[config.mk]
export PLATFORM = sky130hd
export DESIGN_NAME = nasti_data_mover
export DESIGN_NICKNAME = d
export VERILOG_FILES = /design/src/rtl/nasti_data_mover.sv
export SDC_FILE = /design/constraint.sdc
export NUM_CORES = 1
export LEC_CHECK = 0
export CORE_AREA = 2 2 322 165
export CTS_CLUSTER_DIAMETER = 50
export DETAILED_ROUTE_END_ITERATION = 7
export DIE_AREA = 0 0 324 167
export REMOVE_ABC_BUFFERS = 1
export SETUP_SLACK_MARGIN = 0.4
export SLEW_MARGIN = 20
export SYNTH_ARGS = -nofsm -noshare
export SYNTH_HDL_FRONTEND = slang
export SYNTH_SLANG_ARGS = --single-unit
[constraint.sdc]
create_clock -name aclk -period 7.79 [get_ports aclk]
set_input_delay 2.337 -clock aclk [delete_from_list [all_inputs] [get_ports aclk]]
set_output_delay 2.337 -clock aclk [all_outputs]
set_load 0.01 [all_outputs]
[src/rtl/nasti_data_mover.sv]
// DDR-to-BRAM copy engine: one command per dm_en, AXI4/NASTI INCR read bursts into a BRAM write port.
// Define NASTI_DATA_MOVER_ERR_EN to add the sticky err output (bad rresp or rlast misplacement).
module nasti_data_mover #(
    parameter int ADDR_WIDTH = 64,
    parameter int DATA_WIDTH = 64,
    parameter int BRAM_AW    = 16,
    parameter int MAX_BURST  = 16
) (
    input  logic                    aclk,
    input  logic                    aresetn,
    input  logic [ADDR_WIDTH-1:0]   ddr_addr,
    input  logic [ADDR_WIDTH-1:0]   bram_addr,
    input  logic [ADDR_WIDTH-1:0]   length,
    input  logic                    dm_en,
    output logic                    done,
    output logic [ADDR_WIDTH-1:0]   m_araddr,
    output logic [7:0]              m_arlen,
    output logic [2:0]              m_arsize,
    output logic [1:0]              m_arburst,
    output logic                    m_arvalid,
    input  logic                    m_arready,
    input  logic [DATA_WIDTH-1:0]   m_rdata,
    input  logic [1:0]              m_rresp,
    input  logic                    m_rlast,
    input  logic                    m_rvalid,
    output logic                    m_rready,
    output logic                    bram_en,
    output logic [DATA_WIDTH/8-1:0] bram_we,
    output logic [BRAM_AW-1:0]      bram_waddr,
    output logic [DATA_WIDTH-1:0]   bram_wdata
`ifdef NASTI_DATA_MOVER_ERR_EN
    ,
    output logic                    err
`endif
);
    localparam int BEAT_BYTES = DATA_WIDTH / 8;
    localparam int LB         = $clog2(BEAT_BYTES);
    localparam logic [ADDR_WIDTH-1:0] BEAT_MASK = ADDR_WIDTH'(BEAT_BYTES - 1);

    typedef enum logic [1:0] {S_IDLE, S_ISSUE, S_DATA, S_FINISH} state_t;

    state_t                  state_q, state_d;
    logic                    done_q, done_d;
    logic                    arvalid_q, arvalid_d;
    logic [ADDR_WIDTH-1:0]   araddr_q, araddr_d;
    logic [7:0]              arlen_q, arlen_d;
    logic                    rready_q, rready_d;
    logic                    bram_en_q, bram_en_d;
    logic [DATA_WIDTH/8-1:0] bram_we_q, bram_we_d;
    logic [BRAM_AW-1:0]      bram_waddr_q, bram_waddr_d;
    logic [DATA_WIDTH-1:0]   bram_wdata_q, bram_wdata_d;

    // Transfer bookkeeping; only meaningful once a command has been latched.
    logic [ADDR_WIDTH-1:0]   src_q, src_d;
    logic [ADDR_WIDTH-1:0]   rem_q, rem_d;
    logic [BRAM_AW-1:0]      dst_q, dst_d;
    logic [8:0]              cnt_q, cnt_d;

    logic [ADDR_WIDTH-1:0]   dst_full;
    logic [12:0]             bnd_beats;
    logic [8:0]              burst_beats;
    logic                    last_beat;
    logic                    unused_inputs;

    assign dst_full = bram_addr >> LB;

`ifdef NASTI_DATA_MOVER_ERR_EN
    logic err_q, err_d;
    assign err           = err_q;
    assign unused_inputs = ^{m_rresp[0], dst_full[ADDR_WIDTH-1:BRAM_AW]};
`else
    assign unused_inputs = ^{m_rresp, m_rlast, dst_full[ADDR_WIDTH-1:BRAM_AW]};
`endif

    always_comb begin
        state_d      = state_q;
        done_d       = done_q;
        arvalid_d    = arvalid_q;
        araddr_d     = araddr_q;
        arlen_d      = arlen_q;
        rready_d     = rready_q;
        bram_en_d    = 1'b0;
        bram_we_d    = '0;
        bram_waddr_d = bram_waddr_q;
        bram_wdata_d = bram_wdata_q;
        src_d        = src_q;
        rem_d        = rem_q;
        dst_d        = dst_q;
        cnt_d        = cnt_q;
        bnd_beats    = '0;
        burst_beats  = '0;
        last_beat    = (cnt_q == 9'd1);
`ifdef NASTI_DATA_MOVER_ERR_EN
        err_d        = err_q;
`endif

        case (state_q)
            S_IDLE: begin
                if (dm_en) begin
                    src_d  = ddr_addr & ~BEAT_MASK;
                    rem_d  = length >> LB;
                    dst_d  = dst_full[BRAM_AW-1:0];
                    done_d = 1'b0;
`ifdef NASTI_DATA_MOVER_ERR_EN
                    err_d  = 1'b0;
`endif
                    state_d = (rem_d == '0) ? S_FINISH : S_ISSUE;
                end
            end
            S_ISSUE: begin
                if (m_arready) begin
                    arvalid_d = 1'b0;
                    cnt_d     = {1'b0, arlen_q} + 9'd1;
                    rready_d  = 1'b1;
                    state_d   = S_DATA;
                end
            end
            S_DATA: begin
                if (m_rvalid && rready_q) begin
                    bram_en_d    = 1'b1;
                    bram_we_d    = '1;
                    bram_waddr_d = dst_q;
                    bram_wdata_d = m_rdata;
                    dst_d        = dst_q + 1'b1;
                    rem_d        = rem_q - 1'b1;
                    src_d        = src_q + ADDR_WIDTH'(BEAT_BYTES);
                    cnt_d        = cnt_q - 9'd1;
`ifdef NASTI_DATA_MOVER_ERR_EN
                    if (m_rresp[1] || (m_rlast != last_beat)) begin
                        err_d = 1'b1;
                    end
`endif
                    // Our own beat count ends the burst; rlast is never trusted for control.
                    if (last_beat) begin
                        rready_d = 1'b0;
                        state_d  = (rem_d == '0) ? S_FINISH : S_ISSUE;
                    end
                end
            end
            S_FINISH: begin
                done_d  = 1'b1;
                state_d = S_IDLE;
            end
            default: state_d = S_IDLE;
        endcase

        // Size the next burst on entry to ISSUE so the AR fields are registered and held stable.
        if (state_d == S_ISSUE && state_q != S_ISSUE) begin
            bnd_beats   = (13'h1000 - {1'b0, src_d[11:0]}) >> LB;
            burst_beats = 9'(MAX_BURST);
            if (rem_d < ADDR_WIDTH'(MAX_BURST)) begin
                burst_beats = 9'(rem_d);
            end
            if ({4'b0, burst_beats} > bnd_beats) begin
                burst_beats = 9'(bnd_beats);
            end
            araddr_d  = src_d;
            arlen_d   = 8'(burst_beats - 9'd1);
            arvalid_d = 1'b1;
        end
    end

    always_ff @(posedge aclk or negedge aresetn) begin
        if (!aresetn) begin
            state_q      <= S_IDLE;
            done_q       <= 1'b1;
            arvalid_q    <= 1'b0;
            araddr_q     <= '0;
            arlen_q      <= '0;
            rready_q     <= 1'b0;
            bram_en_q    <= 1'b0;
            bram_we_q    <= '0;
            bram_waddr_q <= '0;
            bram_wdata_q <= '0;
`ifdef NASTI_DATA_MOVER_ERR_EN
            err_q        <= 1'b0;
`endif
        end else begin
            state_q      <= state_d;
            done_q       <= done_d;
            arvalid_q    <= arvalid_d;
            araddr_q     <= araddr_d;
            arlen_q      <= arlen_d;
            rready_q     <= rready_d;
            bram_en_q    <= bram_en_d;
            bram_we_q    <= bram_we_d;
            bram_waddr_q <= bram_waddr_d;
            bram_wdata_q <= bram_wdata_d;
`ifdef NASTI_DATA_MOVER_ERR_EN
            err_q        <= err_d;
`endif
        end
    end

    always_ff @(posedge aclk) begin
        src_q <= src_d;
        rem_q <= rem_d;
        dst_q <= dst_d;
        cnt_q <= cnt_d;
    end

    assign done       = done_q;
    assign m_araddr   = araddr_q;
    assign m_arlen    = arlen_q;
    assign m_arsize   = 3'(LB);
    assign m_arburst  = 2'b01;
    assign m_arvalid  = arvalid_q;
    assign m_rready   = rready_q;
    assign bram_en    = bram_en_q;
    assign bram_we    = bram_we_q;
    assign bram_waddr = bram_waddr_q;
    assign bram_wdata = bram_wdata_q;

endmodule

Word level (Yosys, flattened, before mapping) --
Index checks and enable logic that the tools add are counted.
Storage, ports and cells: memory bits (read-only) 0, output and inout port bits 169, memory bits (writable) 0, word-level logic and storage cells 85, memories kept 0, flip-flop bits (word level) 319, bits in latches 0
Operators by class: divide/modulo/power cells 0, magnitude comparators 2, equality and inequality tests 10, mux-type cells 36, reduce and logical (&&, ||, !) cells 16, bitwise operators 0, $add $sub $neg 7, $mul 0, shifts and indexed selects 0
Operators by type and width (count):
- two-way mux 64 bit | 4
- case mux 64 bit (2 select lines) | 2
- logical NOT 64 bit | 2
- adder 64 x 4 -> 64 bit (second input constant) | 1
- less-than comparator 64 x 5 -> 1 bit (second input constant) | 1
- subtractor 64 x 1 -> 64 bit (second input constant) | 1
- two-way mux 9 bit | 4
- two-way mux 16 bit | 2
- two-way mux 8 bit | 4
- case mux 16 bit (2 select lines) | 1
- case mux 9 bit (2 select lines) | 1
- adder 16 x 1 -> 16 bit (second input constant) | 1
- subtractor 13 x 12 -> 13 bit (first input constant) | 1
- two-way mux 2 bit | 6
- > comparator 9 x 10 -> 1 bit | 1
- nonzero test 2 bit | 5
- adder 8 x 1 -> 9 bit (second input constant) | 1
- == test 9 x 1 -> 1 bit (second input constant) | 1
- two-way mux 1 bit | 9
- subtractor 9 x 1 -> 9 bit (second input constant) | 1
- inequality test 2 bit (second input constant) | 4
- case mux 2 bit (4 select lines) | 1
- subtractor 8 x 1 -> 8 bit (second input constant) | 1
- AND reduction 2 bit | 3
- 8 further kinds | 13

Logic depth before layout (Yosys ltp) --
depth after elaboration 13, gate-level depth with buffers 30, gate-level depth less buffers 26

Worst setup path before layout --
OpenSTA, ideal clock, no wires.
path kind input-to-reg, from input port m_rvalid, to register arlen_q[6] (netlist: m_arlen[6]), stages on the path 27, required time 7.666 ns, path slack 0.203 ns, data arrival time 7.463 ns, path through nand4b_1 -> clkinv_1 -> nor2_1 -> inv_1 -> a21boi_0 -> a221o_1 -> or4b_1 -> nor4_1 -> nand4_1 -> or2_1 -> buf_6 -> nor2_1 -> ha_1 -> nor2b_1 -> o21a_1 -> o21a_1 -> o21ai_0 -> nand2_1 -> a221oi_1 -> a211oi_1 -> clkbuf_1 -> nand2_1 -> o21a_1 -> ha_1 -> a21boi_0 -> a211oi_1 -> o31a_1
On the way: longest elaborated chain between the ends 10, elaborated cells between the ends (all ways) 17
RTL lines:
- from (decl) | line 25 | input logic m_rvalid,
- logical AND 1 bit (*) | line 119 | if (m_rvalid && rready_q) begin
- two-way mux 64 bit (*) | line 119
- case mux 64 bit (2 select lines) (*) | line 97 | case (state_q)
- via rem_d[15] | line 55 | logic [ADDR_WIDTH-1:0] rem_q, rem_d;
- less-than comparator 64 x 5 -> 1 bit (*) | line 151 | if (rem_d < ADDR_WIDTH'(MAX_BURST)) begin
- two-way mux 9 bit (*) | line 151
- two-way mux 9 bit (*) | line 148 | if (state_d == S_ISSUE && state_q != S_ISSUE) begin
- > comparator 9 x 10 -> 1 bit | line 154 | if ({4'b0, burst_beats} > bnd_beats) begin
- two-way mux 8 bit (*) | line 154
- two-way mux 8 bit (*) | line 148
- subtractor 8 x 1 -> 8 bit (*) | line 158 | arlen_d = 8'(burst_beats - 9'd1);
- to (signal assigned) | line 183 | arlen_q <= arlen_d;
- to (decl) | line 46 | logic [7:0] arlen_q, arlen_d;
The timed path passes the listed nets; every way through them passes the cells marked *. The select of a mux whose other input is x is not followed. A chain may end at the register's enable or synchronous reset.

Worst setup path after layout --
from input port dm_en, to register arlen_q[6] (netlist: m_arlen[6])
On the way: longest elaborated chain between the ends 9, elaborated cells between the ends (all ways) 16
RTL lines:
- from (decl) | line 14 | input logic dm_en,
- two-way mux 64 bit | line 99 | if (dm_en) begin
- case mux 64 bit (2 select lines) | line 97
- less-than comparator 64 x 5 -> 1 bit | line 151
- two-way mux 9 bit | line 151
- two-way mux 9 bit | line 148
- > comparator 9 x 10 -> 1 bit | line 154
- two-way mux 8 bit | line 154
- two-way mux 8 bit | line 148
- subtractor 8 x 1 -> 8 bit | line 158
Parallel ways exist; a longest one is shown, timed or not. The select of a mux whose other input is x is not followed.

==> results.tsv <==
metric	value	unit
vias_per_cell	5.650	
ir_drop	0.1047	mV
cts-htree-levels	2	
core.rowCount	59	
clock.fmax	139.4	MHz
finalCritPeriodShare	0.9212	
worst_hold_path_type	reg2reg	
synthArstFlopShare	0.5080	
maxCapViolCount	0	
syn_area_per_cell	8.431	um2
drive_above_1_share	0.1451	
drtPass1Iterations	6	
fin_ws	614.1	ps
critPathLaunchType	primary input	
max-slew-margin-rel	0.2533	
power.leakage	10.23	nW
end_kind	flip-flop	
ys_warn_count	0	
synth-main-ff-cell	dfrtp_1	
cts_tree	yes	
clock_sinks	311	
gp_congestion	1.013	
ys_types	98	
dp.final_hpwl	61290	um
power_density	160.3	mW/mm2
layout_min_cycle_time	7176	ps
status	finished, final reports clean	
clk_latency	570	ps
syn2layout_area_growth	37.85	%
portBuffers	370	
critical_path_class	in2reg	
via_count	18450	
grt_pass1_vias	17390	
crit_path_start	dm_en	
skew	35.77	ps
cts_made_buffers	37	
crit_fanout	9	
grt_setup_unrepaired	no	
synth_edf_count	25	
r2r_slack	680	ps
place_area	0.02307	mm2
dieArea	0.05411	mm2
hold_slack	472.9	ps
tightest_slew	1110	ps
fp.coreArea	0.05131	mm2
ios	433	
cp.arrival	7620	ps
layout_common_cells	nand2_1, clkdlybuf4s50_1, buf_4, dfrtp_1, dfxtp_1	
synth_area	0.01775	mm2
ys_ff_latch	311	
finalMaxSlewViolations	0	
dpl_worst_slack	-750.1	ps
post-route-drc-count	0	
die_h	167	um
worstPathRequired	8230	ps
cts_buffer_depth	3	
layout_commonest_cell	nand2_1	
ys_seq_area_frac	0.4095	
routedWlPerCell	24.38	um
antenna_found_initial	3	
finalInstanceArea	0.02447	mm2
final_antenna_net_count	0	
drt_iter0_markers	2109	
crit-reg2reg-launch	rem_q[42]$_DFF_P_	
initial_utilization	0.3459	
dp.cells	3195	
grt_max_degree	75	
die_w	324	um
hold_violations	0	
total_power	0.003921	W
setup_viol	0	
diodes	0	
synth_cells	2105	
min-delay-start	bram_wdata[29]$_DFFE_PN0P_	
clock-root-buffer	clkbuf_16	
path_clk_slew	60	ps
final_cells	3265	
gr-total-overflow	0	
routed_wl	79610	um
grt_pass1_wl	115700	um
grtUsageTotal	0.2869	
nets	2816	
critical path, stage by stage:
cell	delay [ps]
buf_2	150
buf_4	140
buf_4	140
inv_1	80
buf_12	160
a22oi_1	230
a21oi_1	150
a211oi_2	300
nand4_1	240
or3_2	480
nor4_2	170
nand4_1	180
or2_1	290
nor2_2	150
ha_1	260
nor2b_1	130
o21a_1	170
o21a_1	160
o21ai_0	130
nand2_1	110
a221oi_4	280
a211o_1	160
nor2_1	40
a21oi_1	140
ha_1	200
a21boi_4	230
a211oi_2	100
o31a_1	280
flip-flops by register name, summed over array words and instances, names as in the netlist:
register	cells
cnt_q	9
bram_waddr	16
done	1
m_araddr	64
m_arlen	8
bram_wdata	64
bram_we	1
state_q	2
src_q	64
dst_q	16
m_rready	1
m_arvalid	1
rem_q	64
cells by family after synthesis:
family / after synthesis / synth area share
and+or+nand+nor: 930 / 0.2478
AOI/OAI and AO/OA: 467 / 0.1810
DFF: 311 / 0.4095
buffers and inverters: 201 / 0.04914
muxes: 113 / 0.06852
xor gates and xnor gates: 64 / 0.03158
adders and majority gates: 17 / 0.01198
other: 2 / 0.0004231
power breakdown:
| group | internal, W | switching, W |
|---|---|---|
| registers | 0.00165 | 0.0000409 |
| logic | 0.000215 | 0.000209 |
| clock network | 0.00101 | 0.000804 |
| total | 0.00287 | 0.00105 |
routing by layer:
layer	wire, um	vias up	track usage
met4	1225	2	0.04811
met2	30390	880	0.3744
met1	38730	8941	0.4451
met5	16	-	0
li1	-	8529	-
met3	9255	96	0.1031
stage by stage:
stage	setup TNS, ps	utilization
after floorplan	-152330	-
after global placement	-3236	0.4496
after detailed placement	-3275	0.4496
after CTS	0	0.4753
after global routing	0	0.4769
final	0	0.4769
path summary, 6_finish.rpt:
kind / end / cells past startpoint
worst max-delay path: m_arlen[6]$_DFFE_PN0P_ / 28
worst min-delay path: bram_wdata[29]$_DFFE_PN0P_ / 2
worst max register to register: m_arlen[6]$_DFFE_PN0P_ / 24
worst min register to register: bram_wdata[29]$_DFFE_PN0P_ / 2
max in group asynchronous: bram_wdata[26]$_DFFE_PN0P_ / 2
min in group asynchronous: m_araddr[33]$_DFFE_PN0P_ / 1
cell usage after synthesis, types with 23 or more instances:
cell type,count,share of area
dfxtp_1,128,0.14
dfrtp_1,157,0.22
nand2_1,434,0.092
inv_1,34,0.0072
edfxtp_1,25,0.042
o21ai_0,85,0.024
and3_1,27,0.0095
a22oi_1,23,0.0097
o22a_1,38,0.019
clkbuf_1,111,0.023
nor3_1,56,0.016
xnor2_1,40,0.020
nor2_1,128,0.027
o22ai_1,69,0.024
nand4_1,38,0.013
a21oi_1,84,0.024
mux2_2,61,0.039
nand3_1,77,0.022
mux2i_1,45,0.025
nor4_1,60,0.021
xor2_1,24,0.012
timing repair:
item | CTS | global route
endpoints found under the hold margin | 0 | 0
pin swaps | 5 | 6
hold buffers | 0 | 0
gates resized for setup | 19 | 15
buffers inserted | 2 | 0
setup endpoints to repair | 7 | 7
cell type report:
class	count	area, um2
inverter	37	143.9
clock buffer	52	1095
clock inverter	16	141.4
fill	4922	26840
multi-input combinational	1600	9786
sequential	311	7273
tap	701	877.1
timing repair buffer	548	5150
Note: power is estimated with default switching activity, not from simulation.
